$ cat src/rtl/ctrl_pipe.sv
// ID-stage control decoder for RV32I(+M) with a registered ID/EX control bundle.
// Also generates the load-use and MDU-occupancy front-end stalls and handles flush.
module ctrl_pipe #(
    parameter bit ENABLE_M    = 1'b1,
    parameter int MDU_LATENCY = 8,
    parameter int REG_AW      = 5
) (
    input  logic              clk,
    input  logic              rst,
    input  logic              id_valid,
    input  logic [31:0]       id_inst,
    input  logic              flush,
    output logic [4:0]        id_EXTOp,
    output logic              stall_front,
    output logic              ex_valid,
    output logic              ex_RegWrite,
    output logic              ex_MemWrite,
    output logic              ex_Memread,
    output logic              ex_ALUSrc,
    output logic              ex_Zero_1,
    output logic [4:0]        ex_ALUOp,
    output logic [1:0]        ex_NPCOp,
    output logic [1:0]        ex_WDSel,
    output logic [3:0]        ex_ls,
    output logic [REG_AW-1:0] ex_rd,
    output logic              ex_illegal,
    output logic              mdu_start,
    output logic              mdu_busy
);
    localparam logic [4:0] ALU_NOP = 5'd0,  ALU_ADD = 5'd1,  ALU_SUB = 5'd2,  ALU_AND = 5'd3;
    localparam logic [4:0] ALU_OR  = 5'd4,  ALU_XOR = 5'd5,  ALU_SL  = 5'd6,  ALU_SRL = 5'd7;
    localparam logic [4:0] ALU_SRA = 5'd8,  ALU_LT  = 5'd9,  ALU_LTU = 5'd10, ALU_B   = 5'd11;
    localparam logic [4:0] ALU_MUL = 5'd12;
    localparam logic [4:0] EXT_I = 5'b10000, EXT_S = 5'b01000, EXT_B = 5'b00100;
    localparam logic [4:0] EXT_U = 5'b00010, EXT_J = 5'b00001, EXT_SH = 5'b11111;
    localparam logic       S_IDLE = 1'b0, S_BUSY = 1'b1;
    localparam bit         LONG = (MDU_LATENCY > 1);
    localparam logic [4:0] CNT_INIT = LONG ? 5'(MDU_LATENCY - 2) : 5'd0;

    logic [6:0] f7, opc;
    logic [2:0] f3;
    assign f7  = id_inst[31:25];
    assign f3  = id_inst[14:12];
    assign opc = id_inst[6:0];

    logic             legal, use_rs1, use_rs2;
    logic             d_rw, d_mw, d_mr, d_asrc, d_z;
    logic [4:0]       d_alu, d_ext;
    logic [1:0]       d_npc, d_wd;
    logic [3:0]       d_ls;
    logic [REG_AW-1:0] d_rd;

    function automatic logic [4:0] alu_base(input logic [2:0] f);
        case (f)
            3'd0: alu_base = ALU_ADD;
            3'd1: alu_base = ALU_SL;
            3'd2: alu_base = ALU_LT;
            3'd3: alu_base = ALU_LTU;
            3'd4: alu_base = ALU_XOR;
            3'd5: alu_base = ALU_SRL;
            3'd6: alu_base = ALU_OR;
            default: alu_base = ALU_AND;
        endcase
    endfunction

    always_comb begin
        legal = 1'b0; use_rs1 = 1'b0; use_rs2 = 1'b0;
        d_rw = 1'b0; d_mw = 1'b0; d_mr = 1'b0; d_asrc = 1'b0; d_z = 1'b0;
        d_alu = ALU_NOP; d_ext = 5'b0; d_npc = 2'b00; d_wd = 2'b00; d_ls = 4'b0;
        case (opc)
            7'b0110011: begin
                use_rs1 = 1'b1; use_rs2 = 1'b1; d_rw = 1'b1;
                if (f7 == 7'b0000001) begin
                    legal = ENABLE_M;
                    d_alu = ALU_MUL + {2'b00, f3};
                end else if (f7 == 7'b0000000) begin
                    legal = 1'b1;
                    d_alu = alu_base(f3);
                end else if (f7 == 7'b0100000 && (f3 == 3'd0 || f3 == 3'd5)) begin
                    legal = 1'b1;
                    d_alu = (f3 == 3'd0) ? ALU_SUB : ALU_SRA;
                end
            end
            7'b0010011: begin
                use_rs1 = 1'b1; d_rw = 1'b1; d_asrc = 1'b1; d_ext = EXT_I;
                d_alu = alu_base(f3); legal = 1'b1;
                if (f3 == 3'd1) begin
                    d_ext = EXT_SH;
                    legal = (f7 == 7'b0000000);
                end else if (f3 == 3'd5) begin
                    d_ext = EXT_SH;
                    if (f7 == 7'b0100000) d_alu = ALU_SRA;
                    else if (f7 != 7'b0000000) legal = 1'b0;
                end
            end
            7'b0000011: begin
                use_rs1 = 1'b1; d_rw = 1'b1; d_mr = 1'b1; d_asrc = 1'b1;
                d_alu = ALU_ADD; d_wd = 2'b01; d_ext = EXT_I; legal = 1'b1;
                case (f3)
                    3'd2: d_ls = 4'b0000;
                    3'd1: d_ls = 4'b1000;
                    3'd0: d_ls = 4'b0100;
                    3'd5: d_ls = 4'b0010;
                    3'd4: d_ls = 4'b0001;
                    default: legal = 1'b0;
                endcase
            end
            7'b0100011: begin
                use_rs1 = 1'b1; use_rs2 = 1'b1; d_mw = 1'b1; d_asrc = 1'b1;
                d_alu = ALU_ADD; d_ext = EXT_S; legal = 1'b1;
                case (f3)
                    3'd2: d_ls = 4'b0000;
                    3'd1: d_ls = 4'b1000;
                    3'd0: d_ls = 4'b0100;
                    default: legal = 1'b0;
                endcase
            end
            7'b1100011: begin
                // Zero_1 marks branches taken when the ALU result is zero
                use_rs1 = 1'b1; use_rs2 = 1'b1; d_npc = 2'b01; d_ext = EXT_B; legal = 1'b1;
                case (f3)
                    3'd0: begin d_alu = ALU_SUB; d_z = 1'b1; end
                    3'd1: d_alu = ALU_SUB;
                    3'd4: d_alu = ALU_LT;
                    3'd5: begin d_alu = ALU_LT;  d_z = 1'b1; end
                    3'd6: d_alu = ALU_LTU;
                    3'd7: begin d_alu = ALU_LTU; d_z = 1'b1; end
                    default: legal = 1'b0;
                endcase
            end
            7'b0110111: begin
                d_rw = 1'b1; d_asrc = 1'b1; d_alu = ALU_B; d_ext = EXT_U; legal = 1'b1;
            end
            7'b0010111: begin
                d_rw = 1'b1; d_wd = 2'b11; d_ext = EXT_U; legal = 1'b1;
            end
            7'b1101111: begin
                d_rw = 1'b1; d_npc = 2'b10; d_wd = 2'b10; d_ext = EXT_J; legal = 1'b1;
            end
            7'b1100111: begin
                use_rs1 = 1'b1; d_rw = 1'b1; d_npc = 2'b11; d_wd = 2'b10; d_asrc = 1'b1;
                d_alu = ALU_ADD; d_ext = EXT_I; legal = (f3 == 3'd0);
            end
            default: ;
        endcase
    end

    assign d_rd     = d_rw ? REG_AW'(id_inst[11:7]) : '0;
    assign id_EXTOp = d_ext;

    logic       state;
    logic [4:0] cnt;
    logic       ex_is_m, mdu_first, hold, lu, load_id, take;

    assign ex_is_m   = (ex_ALUOp >= ALU_MUL);
    assign mdu_first = ex_valid & ex_is_m & (state == S_IDLE);
    assign hold      = (mdu_first & LONG) | ((state == S_BUSY) & (cnt != 5'd0));
    assign lu        = ex_valid & ex_Memread & (ex_rd != '0) & id_valid &
                       ((use_rs1 & (REG_AW'(id_inst[19:15]) == ex_rd)) |
                        (use_rs2 & (REG_AW'(id_inst[24:20]) == ex_rd)));
    assign stall_front = ~flush & (hold | lu);
    assign load_id   = ~flush & ~hold & ~lu;
    assign take      = load_id & id_valid & legal;
    assign mdu_start = mdu_first;
    assign mdu_busy  = (state == S_BUSY);

    always_ff @(posedge clk) begin
        if (rst) begin
            ex_valid <= 1'b0; ex_RegWrite <= 1'b0; ex_MemWrite <= 1'b0; ex_Memread <= 1'b0;
            ex_ALUSrc <= 1'b0; ex_Zero_1 <= 1'b0; ex_ALUOp <= '0; ex_NPCOp <= '0;
            ex_WDSel <= '0; ex_ls <= '0; ex_rd <= '0; ex_illegal <= 1'b0;
        end else if (flush || !hold) begin
            ex_valid    <= take;
            ex_RegWrite <= take & d_rw;
            ex_MemWrite <= take & d_mw;
            ex_Memread  <= take & d_mr;
            ex_ALUSrc   <= take & d_asrc;
            ex_Zero_1   <= take & d_z;
            ex_ALUOp    <= take ? d_alu : '0;
            ex_NPCOp    <= take ? d_npc : '0;
            ex_WDSel    <= take ? d_wd  : '0;
            ex_ls       <= take ? d_ls  : '0;
            ex_rd       <= take ? d_rd  : '0;
            ex_illegal  <= load_id & id_valid & ~legal;
        end
    end

    always_ff @(posedge clk) begin
        if (rst || flush) begin
            state <= S_IDLE;
            cnt   <= 5'd0;
        end else if (state == S_IDLE) begin
            if (mdu_first && LONG) begin
                state <= S_BUSY;
                cnt   <= CNT_INIT;
            end
        end else if (cnt == 5'd0) begin
            state <= S_IDLE;
        end else begin
            cnt <= cnt - 5'd1;
        end
    end
endmodule
$ cat config.mk
export PLATFORM = sky130hd
export DESIGN_NAME = ctrl_pipe
export DESIGN_NICKNAME = d
export VERILOG_FILES = /design/src/rtl/ctrl_pipe.sv
export SDC_FILE = /design/constraint.sdc
export NUM_CORES = 1
export LEC_CHECK = 0
export BUFFER_PORTS_ARGS = -buffer_cell sky130_fd_sc_hd__buf_4
export CORE_UTILIZATION = 55
export CTS_CLUSTER_DIAMETER = 50
export CTS_CLUSTER_SIZE = 14
export DETAILED_ROUTE_END_ITERATION = 7
export PLACE_DENSITY = 0.91
export SYNTH_ARGS = -nofsm -noshare
export SYNTH_HDL_FRONTEND = slang
export SYNTH_SLANG_ARGS = --single-unit
export TNS_END_PERCENT = 1
$ cat constraint.sdc
create_clock -name clk -period 4.05 [get_ports clk]
set_input_delay 0.81 -clock clk [delete_from_list [all_inputs] [get_ports clk]]
set_output_delay 0.81 -clock clk [all_outputs]
set_load 0.005 [all_outputs]
==> flow_summary.ini, run 1 <==
[yosys]
synth_edf_count = 0
synth_ff_type = dfxtp_1
syn-num-nets = 297
synth.cell_area_mm2 = 0.00210
ys_types = 60
syn_inst = 259
synth_commonest_cells = nand2_1, dfxtp_1, nor2_1
ys_async_sr_fraction = 0
yosysMostFrequentCell = nand2_1
synth_area_leaders = dfxtp_1, nand2_1, xnor2_1
synth-warning-count = 0
synth_top_area_cell = dfxtp_1
synth.ff_latch_count = 31
avgSynthCellArea_um2 = 8.10
ys_seq_area_frac = 0.296
synth_top_area_frac = 0.296

[placed_design]
dp_slack_ns = 0.926
gp_congestion = 0.976
numPortBuffers = 68
placed_area_mm2 = 0.00259
hpwl_um = 4340

[die]
ios = 69
row_count = 22
die-area_mm2 = 0.00407
core_mm2 = 0.00366
die_w_um = 63.8
initial_core_util = 0.573
die_h_um = 63.8

[clock_network]
clkLatencyLatePin_ns = 0.28
htreeDepth = 2
root_buffer = clkbuf_8
hold_buffers = 0
numCtsBuffers = 5
cts.sinks = 31
cts_max_path_buffers = 2
cts_tree = done
cts-resized-gates = 0
cts_setup_buffers = 0
clkTransAtPathRegs_ns = 0.06

[pwr]
vdd_ir_drop_max_mv = 0.160
intPower_mw = 0.504
p_clk_frac = 0.394
netSwitchingPower_mw = 0.161
swShare = 0.242
powerDensity_mw_per_mm2 = 247
leakagePower_nw = 1.04
p_seq_frac = 0.460
share_comb_of_total_power = 0.146

[global_route]
grt_first_pass_wirelength_um = 9010
grt_usage = 0.284
grt_pass1_vias = 1939
grt-ovfl-total = 0
antenna_found_initial = 0
grt_max_degree = 21

[finish]
synthToLayoutAreaGrowth_pct = 28.2
antenna_cells = 0
fin_area_mm2 = 0.00269
nets = 355
drive_gt1_frac = 0.318
postLayoutCoreUtil = 0.735

[timing]
drv_slew = 0
period_needed_ns = 3.20
setup_viol = 0
fin_crit_sh = 0.791
max_slew_margin = 0.329
grt_setup_unrepaired = false
timing.fmax_mhz = 312
fin_ws_ns = 0.848
hold-worst-slack_ns = 0.472
setup_tns_ns = 0
final-hold-violation-count = 0
tightest_slew_ns = 1.00
fin_worst_skew_ns = 0.00436

[outcome]
status = finished, final reports clean

[run]
max_cap_viol_count = 0

[critical_path]
crit_type = in2out
crit_path_end_kind = primary output
cp.arrival_ns = 2.39
crit_fanout = 13
start_kind = primary input
cp.required_ns = 3.24

[routing]
wl_per_cell_um = 15.6
drtIter0Drc = 157
drc = 0
first_pass_iters = 4
ant_nets = 0
via_per_inst = 5.85
drt-total-wl_um = 5710
num_vias = 2142

[worst_hold_path]
hp-class = reg2reg
==> cells by family (layout without fill, tap and decap cells) <==
group / Yosys count / after routing / share of synthesized area
buf+inv: 24 / 83 / 0.0519
compound gates: 69 / 69 / 0.279
simple gates: 119 / 119 / 0.302
xor+xnor: 13 / 13 / 0.0543
flops: 31 / 31 / 0.296
mux: 1 / 1 / 0.00477
fa+ha+maj: 2 / 2 / 0.0119
==> metal layers <==
| metal | GRT usage | share of wire | wire [µm] |
|---|---|---|---|
| met4 | 0.0966 | 0.017 | 99 |
| met3 | 0.0411 | 0.045 | 259 |
| met5 | 0 | 0 | 0 |
| met1 | 0.364 | 0.42 | 2410 |
| met2 | 0.483 | 0.51 | 2940 |
==> worst paths after layout <==
check             slack [ns]  cells past startpoint                  endpoint                      from
setup / recovery        0.85                      7               stall_front                id_inst[4]
hold / removal          0.47                      2  ex_NPCOp[1]$_SDFFE_PP0P_  ex_NPCOp[1]$_SDFFE_PP0P_
setup reg to reg        1.66                      7  ex_WDSel[0]$_SDFFE_PP0P_       cnt[0]$_SDFFE_PP0P_
hold reg to reg         0.47                      2  ex_NPCOp[1]$_SDFFE_PP0P_  ex_NPCOp[1]$_SDFFE_PP0P_
==> layout by cell type, fill, tap and decap left out, types with 3 or more instances in the layout <==
cell type and instances:
a21oi_1 11, a211oi_1 4, o31ai_2 7, o31ai_1 5, nor3_1 7, nand3_1 7, dfxtp_1 31, clkbuf_8 7
nor2_1 25, nor2b_1 5, or2_2 3, nand2b_1 6, a22oi_1 3, xnor2_1 12, buf_4 69, a22o_1 3
o21ai_0 10, inv_1 6, a31oi_1 5, nand2_1 38, nor4b_1 3, nand4b_1 3
==> per-stage QoR <==
step	cells	power (mW)
after floorplan	259	0.369
after global placement	358	0.406
after detailed placement	358	0.408
after CTS	366	0.667
after global routing	366	0.690
final	366	0.665
==> critical path: stages <==
cell,delay (ns)
buf_4,0.15
and3b_1,0.37
nor2_1,0.11
nor4_2,0.44
nand2_1,0.16
a21oi_1,0.21
buf_4,0.14
==> power groups by stage <==
stage / combinational [mW] / sequential (mW) / clock (mW)
2_1_floorplan: 0.0564 / 0.313 / 0
3_3_place_gp: 0.0937 / 0.313 / 0
3_5_place_dp: 0.0955 / 0.313 / 0
4_1_cts: 0.0960 / 0.306 / 0.265
5_1_grt: 0.105 / 0.306 / 0.279
6_report: 0.0972 / 0.306 / 0.262
==> registers in the layout (all words and copies together) (netlist names) <==
signal and flops:
cnt 5, ex_MemWrite 1, ex_valid 1, ex_ALUOp 5
ex_WDSel 2, mdu_busy 1, ex_Memread 1, ex_rd 5
ex_Zero_1 1, ex_illegal 1, ex_NPCOp 2, ex_ls 4
ex_ALUSrc 1, ex_RegWrite 1
==> final cells by class <==
class,instances,area (µm²)
fillers,283,971
well taps,48,60.1
multi-input cells,204,1370
flip-flops and latches,31,621
repair buffers,69,518
inverters,6,22.5
clock buffers,8,100
Power figures use the tool's default switching activity.
==> inputs of run 2 (changes only) <==
--- a/config.mk
+++ b/config.mk
@@ -6,11 +6,11 @@
 export NUM_CORES = 1
 export LEC_CHECK = 0
 export BUFFER_PORTS_ARGS = -buffer_cell sky130_fd_sc_hd__buf_4
-export CORE_UTILIZATION = 55
+export CORE_UTILIZATION = 51
 export CTS_CLUSTER_DIAMETER = 50
 export CTS_CLUSTER_SIZE = 14
 export DETAILED_ROUTE_END_ITERATION = 7
-export PLACE_DENSITY = 0.91
+export PLACE_DENSITY = 0.85
 export SYNTH_ARGS = -nofsm -noshare
 export SYNTH_HDL_FRONTEND = slang
 export SYNTH_SLANG_ARGS = --single-unit
==> constraint.sdc (replaced) <==
create_clock -name clk -period 3.3 [get_ports clk]
set_input_delay 0.66 -clock clk [delete_from_list [all_inputs] [get_ports clk]]
set_output_delay 0.66 -clock clk [all_outputs]
set_load 0.005 [all_outputs]
==> run 2 against run 1 <==
  * Final cell count increased by 0.55%
  * Routed wire length is 0.47% lower
  * First-iteration DRC count down 24%
  * Critical path type unchanged
  * Sequential power up 23%
  * Die area rose by 7.6%
  * Largest power group is now clock
==> flow_summary.ini, run 2 (synthesized netlist as in run 1, its figures left out) <==
[outcome]
status = finished, final reports clean

[routing]
via_per_inst = 5.87
first_pass_iters = 4
drtIter0Drc = 119
drc = 0
drt-total-wl_um = 5680
ant_nets = 0
num_vias = 2159
wl_per_cell_um = 15.4

[die]
die_h_um = 66.1
ios = 69
die-area_mm2 = 0.00437
row_count = 22
initial_core_util = 0.552
core_mm2 = 0.00380
die_w_um = 66.1

[clock_network]
htreeDepth = 2
numCtsBuffers = 5
cts-resized-gates = 0
cts_tree = done
clkLatencyLatePin_ns = 0.28
root_buffer = clkbuf_8
cts_setup_buffers = 0
cts.sinks = 31
cts_max_path_buffers = 2
hold_buffers = 0
clkTransAtPathRegs_ns = 0.06

[timing]
drv_slew = 0
fin_worst_skew_ns = 0.00503
final-hold-violation-count = 0
max_slew_margin = 0.335
timing.fmax_mhz = 348
fin_crit_sh = 0.871
setup_tns_ns = 0
grt_setup_unrepaired = false
period_needed_ns = 2.87
setup_viol = 0
tightest_slew_ns = 0.994

[pwr]
leakagePower_nw = 1.06
finalPower_mw = 0.882
powerDensity_mw_per_mm2 = 324
vdd_ir_drop_max_mv = 0.219

[critical_path]
r2r_slack_ns = 1.14
cp.required_ns = 2.64
reg2reg_from = cnt[0]$_SDFFE_PP0P_
crit_path_end_kind = primary output
crit_type = in2out
cp.arrival_ns = 2.21
crit_fanout = 15
start_kind = primary input
rr_endpoint = ex_rd[1]$_SDFFE_PP0P_
reg2regPathDepth = 8

[global_route]
grt_first_pass_wirelength_um = 9080
grt_usage = 0.273
grt_max_degree = 19
antenna_found_initial = 0
grt-ovfl-total = 0
grt_pass1_vias = 1964

[run]
max_cap_viol_count = 0

[worst_hold_path]
hp-start = ex_ALUSrc$_SDFFE_PP0P_
holdPathStages = 2
hp-class = reg2reg
whs_endpoint = ex_ALUSrc$_SDFFE_PP0P_

[placed_design]
hpwl_um = 4310
numPortBuffers = 68
gp_congestion = 0.965

[finish]
reg_top3 = cnt: 5 flops, ex_ALUOp: 5 flops, ex_rd: 5 flops
antenna_cells = 0
nets = 357
num-fill-cells = 311
synthToLayoutAreaGrowth_pct = 29.8
drive_gt1_frac = 0.325
mostFrequentLayoutCells = buf_4, nand2_1, dfxtp_1
layout_commonest_cell = buf_4
run 2: routing by layer:
| layer | share of wire | up-vias | global-route usage |
|---|---|---|---|
| met1 | 0.44 | 998 | 0.356 |
| li1 | - | 1059 | - |
| met3 | 0.060 | 17 | 0.0603 |
| met2 | 0.47 | 85 | 0.422 |
| met5 | 0 | - | 0 |
| met4 | 0.030 | 0 | 0.133 |
run 2: power breakdown:
part	internal [mW]	switching [mW]	total, mW
Combinational	0.0552	0.0664	0.122
Clock	0.244	0.141	0.385
Sequential	0.375	0.000488	0.375
run 2: per-stage QoR:
step            util  instance area (µm²)  cells  worst slack, ns  hold slack (ns)
3_5_place_dp   0.686                 2610    360            0.489            0.450
3_3_place_gp   0.686                 2610    360            0.531            0.443
4_1_cts        0.717                 2720    368            0.448            0.465
6_report       0.717                 2720    368            0.425            0.460
2_1_floorplan      -                 2100    259            0.831            0.449
5_1_grt        0.717                 2720    368            0.311            0.486
run 2: how the worst max path moves through the flow:
stage | start | end | depth (start not counted)
final | id_inst[5] | stall_front | 7
after global routing | id_inst[4] | stall_front | 7
after CTS | id_inst[4] | stall_front | 7
after detailed placement | id_inst[4] | stall_front | 7
after global placement | id_inst[4] | stall_front | 7
after floorplan | id_inst[6] | stall_front | 7
run 2: cell type report:
type,count,area [µm²],share of cell area
repair buffers,71,533,0.196
clock buffers,6,82.6,0.0303
clock inverters,2,35.0,0.0129
flip-flops and latches,31,621,0.228
inverters,6,22.5,0.00827
well taps,48,60.1,0.0221
multi-input cells,204,1370,0.503
run 2: critical path: stages:
cell and delay, ns:
buf_4 0.18, and3b_1 0.35, nor2_1 0.11, nor4_2 0.47
nand2_1 0.13, a21oi_1 0.18, buf_4 0.13
==> inputs of run 3 (changes only) <==
--- a/config.mk
+++ b/config.mk
@@ -5,12 +5,13 @@
 export SDC_FILE = /design/constraint.sdc
 export NUM_CORES = 1
 export LEC_CHECK = 0
+export ABC_AREA = 1
 export BUFFER_PORTS_ARGS = -buffer_cell sky130_fd_sc_hd__buf_4
 export CORE_UTILIZATION = 51
 export CTS_CLUSTER_DIAMETER = 50
 export CTS_CLUSTER_SIZE = 14
 export DETAILED_ROUTE_END_ITERATION = 7
-export PLACE_DENSITY = 0.85
+export PLACE_DENSITY = 0.86
 export SYNTH_ARGS = -nofsm -noshare
 export SYNTH_HDL_FRONTEND = slang
 export SYNTH_SLANG_ARGS = --single-unit
==> run 3 against run 2 <==
  * First-iteration DRC count down 9.2%
  * Global-route usage up 1.2 points
  * Fmax up 12%
  * Critical endpoint unchanged
  * Routed wire length up 1.1%
  * Largest cell class unchanged
  * Via count up 7.5%
==> flow_summary.ini, run 3 <==
[clock_network]
cts-resized-gates = 0
hold_buffers = 0
clkTransAtPathRegs_ns = 0.07
clkLatencyLatePin_ns = 0.28
htreeDepth = 2
cts_tree = done
root_buffer = clkbuf_8
numCtsBuffers = 5
cts_setup_buffers = 0
cts.sinks = 31
cts_max_path_buffers = 2

[die]
die-area_mm2 = 0.00435
initial_core_util = 0.549
ios = 69
row_count = 22
die_h_um = 66.0
core_mm2 = 0.00380
die_w_um = 66.0

[routing]
ant_nets = 0
wl_per_cell_um = 12.7
drc = 0
first_pass_iters = 4
num_vias = 2322
drtIter0Drc = 108
via_per_inst = 5.14
drt-total-wl_um = 5740

[yosys]
synth-warning-count = 0
syn_inst = 330
avgSynthCellArea_um2 = 6.32
ys_types = 33
synth.cell_area_mm2 = 0.00209
ys_seq_area_frac = 0.297
synth_top_area_frac = 0.297
yosysMostFrequentCell = nand2_1
synth_edf_count = 0
synth_commonest_cells = nand2_1, inv_1, nor2_1
ys_async_sr_fraction = 0
synth_top_area_cell = dfxtp_1
synth_ff_type = dfxtp_1
synth_area_leaders = dfxtp_1, nand2_1, inv_1
synth.ff_latch_count = 31
syn-num-nets = 368

[timing]
period_needed_ns = 2.58
fin_worst_skew_ns = 0.00278
setup_tns_ns = 0
fin_crit_sh = 0.781
final-hold-violation-count = 0
max_slew_margin = 0.536
tightest_slew_ns = 0.695
timing.fmax_mhz = 388
drv_slew = 0
hold-worst-slack_ns = 0.456
grt_setup_unrepaired = false
setup_viol = 0

[placed_design]
numPortBuffers = 68
gp_congestion = 0.955
placed_area_mm2 = 0.00264
hpwl_um = 4440
placed_cells = 444

[critical_path]
start_kind = primary input
cp.arrival_ns = 1.92
crit_path_end_kind = primary output
crit_fanout = 7
cp.required_ns = 2.64
crit_type = in2out

[finish]
fin_area_mm2 = 0.00276
layout.cells.non_filler = 452
layout_commonest_cell = nand2_1
synthToLayoutAreaGrowth_pct = 32.2
nets = 441
drive_gt1_frac = 0.270
reg_top3 = cnt: 5 flops, ex_ALUOp: 5 flops, ex_rd: 5 flops
num-fill-cells = 331
mostFrequentLayoutCells = nand2_1, buf_4, inv_1
antenna_cells = 0

[pwr]
leakagePower_nw = 1.42
vdd_ir_drop_max_mv = 0.179
powerDensity_mw_per_mm2 = 311

[outcome]
status = finished, final reports clean

[global_route]
grt-ovfl-total = 0
grt_pass1_vias = 2201
antenna_found_initial = 0
grt_max_degree = 19
grt_usage = 0.285
grt_first_pass_wirelength_um = 9500

[worst_hold_path]
hp-class = reg2reg

[run]
max_cap_viol_count = 0
-- run 3: worst paths after layout --
check / from / to / slack (ns) / cells after the start
hold reg to reg: ex_ALUOp[1]$_SDFFE_PP0P_ / ex_ALUOp[1]$_SDFFE_PP0P_ / 0.46 / 2
hold / removal: ex_ALUOp[1]$_SDFFE_PP0P_ / ex_ALUOp[1]$_SDFFE_PP0P_ / 0.46 / 2
setup / recovery: id_inst[3] / stall_front / 0.72 / 9
setup reg to reg: cnt[0]$_SDFFE_PP0P_ / ex_ALUOp[4]$_SDFFE_PP0P_ / 1.28 / 10
-- run 3: cell families (layout without fill, tap and decap cells) --
logic type,count (synthesis),count (layout),synth area share
fa+ha+maj,2,2,0.0120
buf+inv,50,124,0.103
simple gates,196,196,0.433
flops,31,31,0.297
xor+xnor,6,6,0.0252
compound gates,45,45,0.129
-- run 3: power breakdown --
part	internal, mW	switching, mW	total [mW]
registers	0.375	0.000390	0.375
logic	0.0440	0.0531	0.0971
clock network	0.244	0.142	0.386
-- run 3: worst max-delay path: stages --
cell and delay, ns:
buf_4 0.12, nor2_1 0.13, nand2_2 0.13, nor2_2 0.30, nor2_2 0.07, nand3_1 0.11, nand3_2 0.12, a21oi_1 0.15
buf_4 0.13
-- run 3: cell type report --
type                       count  area [µm²]  share of cell area
clock inverter                 2        35.0              0.0127
clock buffer                   6        82.6              0.0299
multi-input combinational    249        1250               0.454
tap                           48        60.1              0.0218
sequential                    31         621               0.225
timing repair buffer          69         518               0.188
inverter                      47         190              0.0689
-- run 3: metrics by stage --
stage | util | setup slack [ns] | power (mW)
5_1_grt | 0.726 | 0.617 | 0.894
3_3_place_gp | 0.695 | 0.799 | 0.478
4_1_cts | 0.726 | 0.739 | 0.864
3_5_place_dp | 0.695 | 0.749 | 0.479
6_report | 0.726 | 0.724 | 0.858
2_1_floorplan | - | 1.13 | 0.428
-- run 3: layer usage --
metal  vias to the layer above  share of wire  track usage
met2                        95           0.46        0.471
met3                        15          0.070       0.0569
li1                       1191              -            -
met4                         0          0.022        0.128
met5                         -              0            0
met1                      1021           0.45        0.356
